==> src/rtl/irq_ctrl.sv <==
// irq_ctrl: machine-mode trap arbiter with a memory-mapped 64-bit timer and software interrupt.
// Traps are issued as a one-cycle flush, then a settle cycle lets the CSR update land.
module irq_ctrl (
    input  logic        clk,
    input  logic        rst,
    input  logic        ext_irq_i,
    input  logic [31:0] except_i,
    input  logic [31:0] inst_addr_i,
    input  logic        inst_valid_i,
    input  logic        stall_i,
    input  logic [31:0] mstatus_i,
    input  logic [31:0] mie_i,
    input  logic [31:0] mtvec_i,
    input  logic [31:0] mepc_i,
    input  logic        tmr_we_i,
    input  logic [2:0]  tmr_addr_i,
    input  logic [31:0] tmr_wdata_i,
    output logic [31:0] tmr_rdata_o,
    output logic [31:0] excepttype_o,
    output logic [31:0] current_inst_addr_o,
    output logic        flush_o,
    output logic [31:0] new_pc_o,
    output logic [31:0] pending_o
);
    typedef enum logic [1:0] {IDLE, ISSUE, SETTLE} state_t;
    state_t      state_q, state_d;
    logic        sync1_q, sync2_q;
    logic [63:0] mtime_q, mtime_d, mtimecmp_q, mtimecmp_d, mtime_inc;
    logic        msip_q, msip_d, tmr_pend_q, tmr_pend_d;
    logic [31:0] code_q, code_d, addr_q, addr_d, pc_q, pc_d, code_sel, pc_sel;
    logic        ext_en, tmr_en, sw_en, take, go;
    logic        unused_ok;

    assign unused_ok = ^{mstatus_i[31:4], mstatus_i[2:0], mie_i[31:12], mie_i[10:8], mie_i[6:4], mie_i[2:0], mtvec_i[1:0]};

    always_ff @(posedge clk or posedge rst) begin
        if (rst) begin
            state_q    <= IDLE;
            sync1_q    <= 1'b0;
            sync2_q    <= 1'b0;
            mtime_q    <= '0;
            mtimecmp_q <= '1;
            msip_q     <= 1'b0;
            tmr_pend_q <= 1'b0;
            code_q     <= '0;
            addr_q     <= '0;
            pc_q       <= '0;
        end else begin
            state_q    <= state_d;
            sync1_q    <= ext_irq_i;
            sync2_q    <= sync1_q;
            mtime_q    <= mtime_d;
            mtimecmp_q <= mtimecmp_d;
            msip_q     <= msip_d;
            tmr_pend_q <= tmr_pend_d;
            code_q     <= code_d;
            addr_q     <= addr_d;
            pc_q       <= pc_d;
        end
    end

    // A write to one mtime half freezes the other half for that cycle.
    always_comb begin
        mtime_inc   = mtime_q + 64'd1;
        mtime_d     = !tmr_we_i ? mtime_inc :
                      tmr_addr_i == 3'd0 ? {mtime_q[63:32], tmr_wdata_i} :
                      tmr_addr_i == 3'd1 ? {tmr_wdata_i, mtime_q[31:0]} : mtime_inc;
        mtimecmp_d  = !tmr_we_i ? mtimecmp_q :
                      tmr_addr_i == 3'd2 ? {mtimecmp_q[63:32], tmr_wdata_i} :
                      tmr_addr_i == 3'd3 ? {tmr_wdata_i, mtimecmp_q[31:0]} : mtimecmp_q;
        msip_d      = (tmr_we_i && tmr_addr_i == 3'd4) ? tmr_wdata_i[0] : msip_q;
        tmr_pend_d  = mtime_q >= mtimecmp_q;
        tmr_rdata_o = tmr_addr_i == 3'd0 ? mtime_q[31:0] :
                      tmr_addr_i == 3'd1 ? mtime_q[63:32] :
                      tmr_addr_i == 3'd2 ? mtimecmp_q[31:0] :
                      tmr_addr_i == 3'd3 ? mtimecmp_q[63:32] :
                      tmr_addr_i == 3'd4 ? {31'd0, msip_q} : 32'd0;
    end

    always_comb begin
        pending_o = {20'd0, sync2_q, 3'd0, tmr_pend_q, 3'd0, msip_q, 3'd0};
        ext_en    = mstatus_i[3] && mie_i[11] && sync2_q;
        tmr_en    = mstatus_i[3] && mie_i[7] && tmr_pend_q;
        sw_en     = mstatus_i[3] && mie_i[3] && msip_q;
        take      = (except_i != 32'd0 || ext_en || tmr_en || sw_en) && inst_valid_i && !stall_i;
        code_sel  = except_i != 32'd0 ? except_i :
                    ext_en ? 32'h8000_000B :
                    tmr_en ? 32'h8000_0007 : 32'h8000_0000;
        pc_sel    = except_i == 32'h0000_000A ? mepc_i : {mtvec_i[31:2], 2'b00};
        go        = state_q == IDLE && take;
        code_d    = go ? code_sel : code_q;
        addr_d    = go ? inst_addr_i : addr_q;
        pc_d      = go ? pc_sel : pc_q;
    end

    always_comb begin
        state_d = state_q == IDLE ? (take ? ISSUE : IDLE) :
                  state_q == ISSUE ? SETTLE : IDLE;
    end

    always_comb begin
        flush_o             = state_q == ISSUE;
        excepttype_o        = flush_o ? code_q : 32'd0;
        current_inst_addr_o = addr_q;
        new_pc_o            = pc_q;
    end
endmodule

==> config.mk <==
export PLATFORM = sky130hd
export DESIGN_NAME = irq_ctrl
export DESIGN_NICKNAME = d
export VERILOG_FILES = /design/src/rtl/irq_ctrl.sv
export SDC_FILE = /design/constraint.sdc
export NUM_CORES = 1
export LEC_CHECK = 0
export CORE_UTILIZATION = 35
export CTS_CLUSTER_DIAMETER = 200
export DETAILED_ROUTE_END_ITERATION = 8
export PLACE_DENSITY_LB_ADDON = 0.3
export SYNTH_ARGS = -nofsm -noshare
export SYNTH_HDL_FRONTEND = slang
export SYNTH_SLANG_ARGS = --single-unit
==> constraint.sdc <==
create_clock -name clk -period 7.6 [get_ports clk]
set_clock_uncertainty 0.2 [all_clocks]
set_input_delay 1.14 -clock clk [delete_from_list [all_inputs] [get_ports clk]]
set_output_delay 1.14 -clock clk [all_outputs]
set_load 0.005 [all_outputs]
==> impl_metrics.py <==
metrics = {
    "critical_path": {
        "cp.depth": 5,
        "critPathMaxFanout": 24,
        "critPathLaunchType": "input pin",
        "cp-startpoint": "tmr_addr_i[1]",
        "path_buf_inv": 3,
        "path_class": "input pin to output pin",
        "endpoint": "tmr_rdata_o[31]",
        "r2r_cells": 8,
        "r2r_end": "tmr_pend_q",
        "crit_chain": "buf_2 > buf_4 > mux4_2 > nor2b_1 > clkdlybuf4s50_1",
        "crit_arrival_ns": 3.24,
        "path_delay_family": "buffers and inverters",
        "cp-end-kind": "output pin",
        "crit_slowest_cell": "mux4_2",
        "worstPathRequired_ns": 6.26,
        "rrSetupSlack_ns": 4.46,
        "slowest_delay_ns": 0.55,
        "reg2reg_from": "mtimecmp_q[54]",
    },
    "logic_synthesis": {
        "ys_seq_elements": 230,
        "synth_top_area_share_pct": 30.2,
        "synthMostInstantiatedCell": "dfrtp_1",
        "synth_area_leaders": "dfrtp_1 30%, dfstp_2 12%, ha_1 5.9%",
        "synthDistinctLibCells": 79,
        "syn_area_sq_mm": 0.0137,
        "synth_top_area_cell": "dfrtp_1",
        "avgSynthCellArea_sq_um": 10.1,
        "synth-seq-area-share_pct": 42.5,
        "synth_warnings": 0,
        "ys.flop_type": "dfrtp_1",
        "synth_common_cells": "166 x dfrtp_1, 142 x nand2_1, 120 x o21ai_0",
        "synthCells": 1363,
        "synth_enable_flop_cells": 0,
        "async_flop_share_pct": 100,
    },
    "drt": {
        "drtPass1Iterations": 5,
        "via_count": 11600,
        "drt_iter0_markers": 770,
        "drtAntennaViolNets": 0,
        "via_per_inst": 5.37,
        "wl_mm": 42.2,
        "route.detailed.drc": 0,
        "wire_per_inst_microns": 19.5,
    },
    "timing": {
        "rsz0062_at_grt": "false",
        "setup_viol": 0,
        "hold_viol_final": 0,
        "fin_setup_tns_ns": 0,
        "post-route-min-period_ns": 4.58,
        "post-route-period-util_pct": 60.2,
        "worst_pin_slew_ns": 0.989,
        "slew_headroom_pct": 33.7,
        "drv_slew": 0,
        "fmax_mhz": 218,
    },
    "place": {
        "dp.cells": 2116,
        "numPortBuffers": 302,
        "hpwl_mm": 30.7,
        "gp_congestion": 0.921,
    },
    "finish": {
        "utilization_pct": 46.3,
        "antennaDiodeCount": 0,
        "syn_to_final_growth_pct": 30.3,
        "final_nets": 1925,
        "final_cells": 2164,
        "num-fill-cells": 3603,
        "drive_above_1_share_pct": 14.8,
        "ff_latch_area_sq_mm": 0.00584,
        "multiInputGateArea_sq_mm": 0.00710,
    },
    "grt": {
        "overflow": 0,
        "grt_pass1_vias": 11500,
        "grt_pass1_wl_mm": 67.0,
        "antenna_found_initial": 0,
        "grt_max_degree": 115,
        "grt_usage_pct": 20.9,
    },
    "pwr": {
        "p_per_area_mw_per_mm2": 248,
        "p_switching_mw": 1.40,
        "combPwrFrac_pct": 29.2,
        "power.internal_mw": 3.05,
        "leakage_nw": 7.39,
        "p_sw_share_pct": 31.5,
        "power.share.clock_pct": 29.6,
        "vdd.ir_drop.worst_mv": 0.167,
        "seqPwrFrac_pct": 41.2,
    },
    "clock_network": {
        "hold_buffers": 0,
        "clkTransAtPathRegs_ns": 0.06,
        "cts_root_buffer": "clkbuf_16",
        "cts_inserted_buffers": 27,
        "clkLatencyLatePin_ns": 0.56,
        "cts_tree": "done",
        "cts_num_sinks": 230,
        "htree_levels": 1,
        "clock_path_buffers": 3,
        "postCtsSetupBuffers": 0,
        "post_cts_resized": 0,
    },
    "hold_path": {
        "hold_class": "flop to flop",
        "holdPathStages": 0,
    },
    "die": {
        "die_h_microns": 200,
        "die_area_sq_mm": 0.0400,
        "initial_core_util_pct": 35.5,
        "io_pins": 394,
        "row_count": 72,
        "dieWidth_microns": 200,
        "core_sq_mm": 0.0386,
    },
    "job": {
        "drv_cap": 0,
    },
    "status": {
        "status": "finished clean",
    },
}
## worst min path at each step
stage | startpoint | endpoint | slack (ns)
floorplan | sync1_q | sync2_q | 0.13
global route | sync1_q | sync2_q | 0.18
global placement | sync1_q | sync2_q | 0.14
CTS | sync1_q | sync2_q | 0.16
finish | sync1_q | sync2_q | 0.16
detailed placement | sync1_q | sync2_q | 0.15
## power by group through the flow
stage               sequential, mW  clock (mW)  combinational [mW]
floorplan                     1.75           0               0.786
global placement              1.83           0                1.28
detailed placement            1.85           0                1.30
CTS                           1.83        1.35                1.31
global route                  1.88        1.39                1.44
finish                        1.83        1.31                1.30
## worst register-to-register path: cells and delay by family, from the launching register on
| kind | cells | cell delay, ns |
|---|---|---|
| fa+ha+maj | 1 | 0.32 |
| flops | 1 | 0.56 |
| buf+inv | 1 | 0.05 |
| compound gates | 4 | 0.86 |
| simple gates | 2 | 1.02 |
## metal layers
| metal | vias to the layer above | global-route usage, % | share of wire, % |
|---|---|---|---|
| li1 | 5472 | - | - |
| met1 | 5651 | 25.9 | 40 |
| met2 | 417 | 36.7 | 50 |
| met3 | 74 | 3.61 | 6.0 |
| met4 | 0 | 6.90 | 3.2 |
| met5 | - | 0 | 0 |
## layout by cell type, fill, tap and decap left out, drive strengths merged, types with 8 or more instances in the layout
master / n
inv: 78
dfrtp: 166
o22ai: 9
nand3: 43
o21ai: 121
nor3: 20
and2: 37
dfstp: 64
nor4: 33
ha: 65
conb: 29
mux2: 66
and3: 16
and4: 12
a21o: 16
nand4: 28
nor2b: 32
a31oi: 8
clkbuf: 40
buf: 19
clkdlybuf4s50: 299
a221o: 16
a22o: 29
nor2: 44
nand2: 142
mux2i: 33
a21oi: 66
mux4: 31
## registers in the layout, summed over array words and instances, names as in the netlist, 2 cells and up
signal / cells
state_q: 2
current_inst_addr_o: 32
code_q: 32
mtime_q: 64
mtimecmp_q: 64
new_pc_o: 32
## stage by stage
step | hold WS, ns | total power [mW] | area, sq um | setup slack (ns)
detailed placement | 0.145 | 3.15 | 17000 | 2.81
finish | 0.157 | 4.45 | 17900 | 3.02
global placement | 0.142 | 3.12 | 17000 | 2.82
global route | 0.180 | 4.72 | 17900 | 2.89
CTS | 0.163 | 4.49 | 17900 | 2.95
floorplan | 0.131 | 2.54 | 13800 | 0.0613
## cell families (layout without fill, tap and decap cells)
| logic type | Yosys count | count (layout) | synth area share, % |
|---|---|---|---|
| other | 1 | 29 | 0.0273 |
| flip-flops | 230 | 230 | 42.5 |
| multiplexers | 130 | 130 | 13.0 |
| AO/OA/AOI/OAI | 317 | 317 | 14.8 |
| adder cells (fa/ha/maj) | 65 | 65 | 5.92 |
| AND/OR/NAND/NOR | 431 | 431 | 17.0 |
| XOR/XNOR | 1 | 1 | 0.0638 |
| buffers and inverters | 188 | 443 | 6.83 |
## final cells by class
| class | instances | area share [%] |
|---|---|---|
| inverters | 77 | 1.66 |
| flip-flops and latches | 230 | 32.6 |
| multi-input cells | 973 | 39.7 |
| clock buffers | 40 | 4.44 |
| clock inverters | 8 | 0.538 |
| well taps | 518 | 3.62 |
| repair buffers | 318 | 17.5 |
Note: power is estimated with default switching activity, not from simulation.
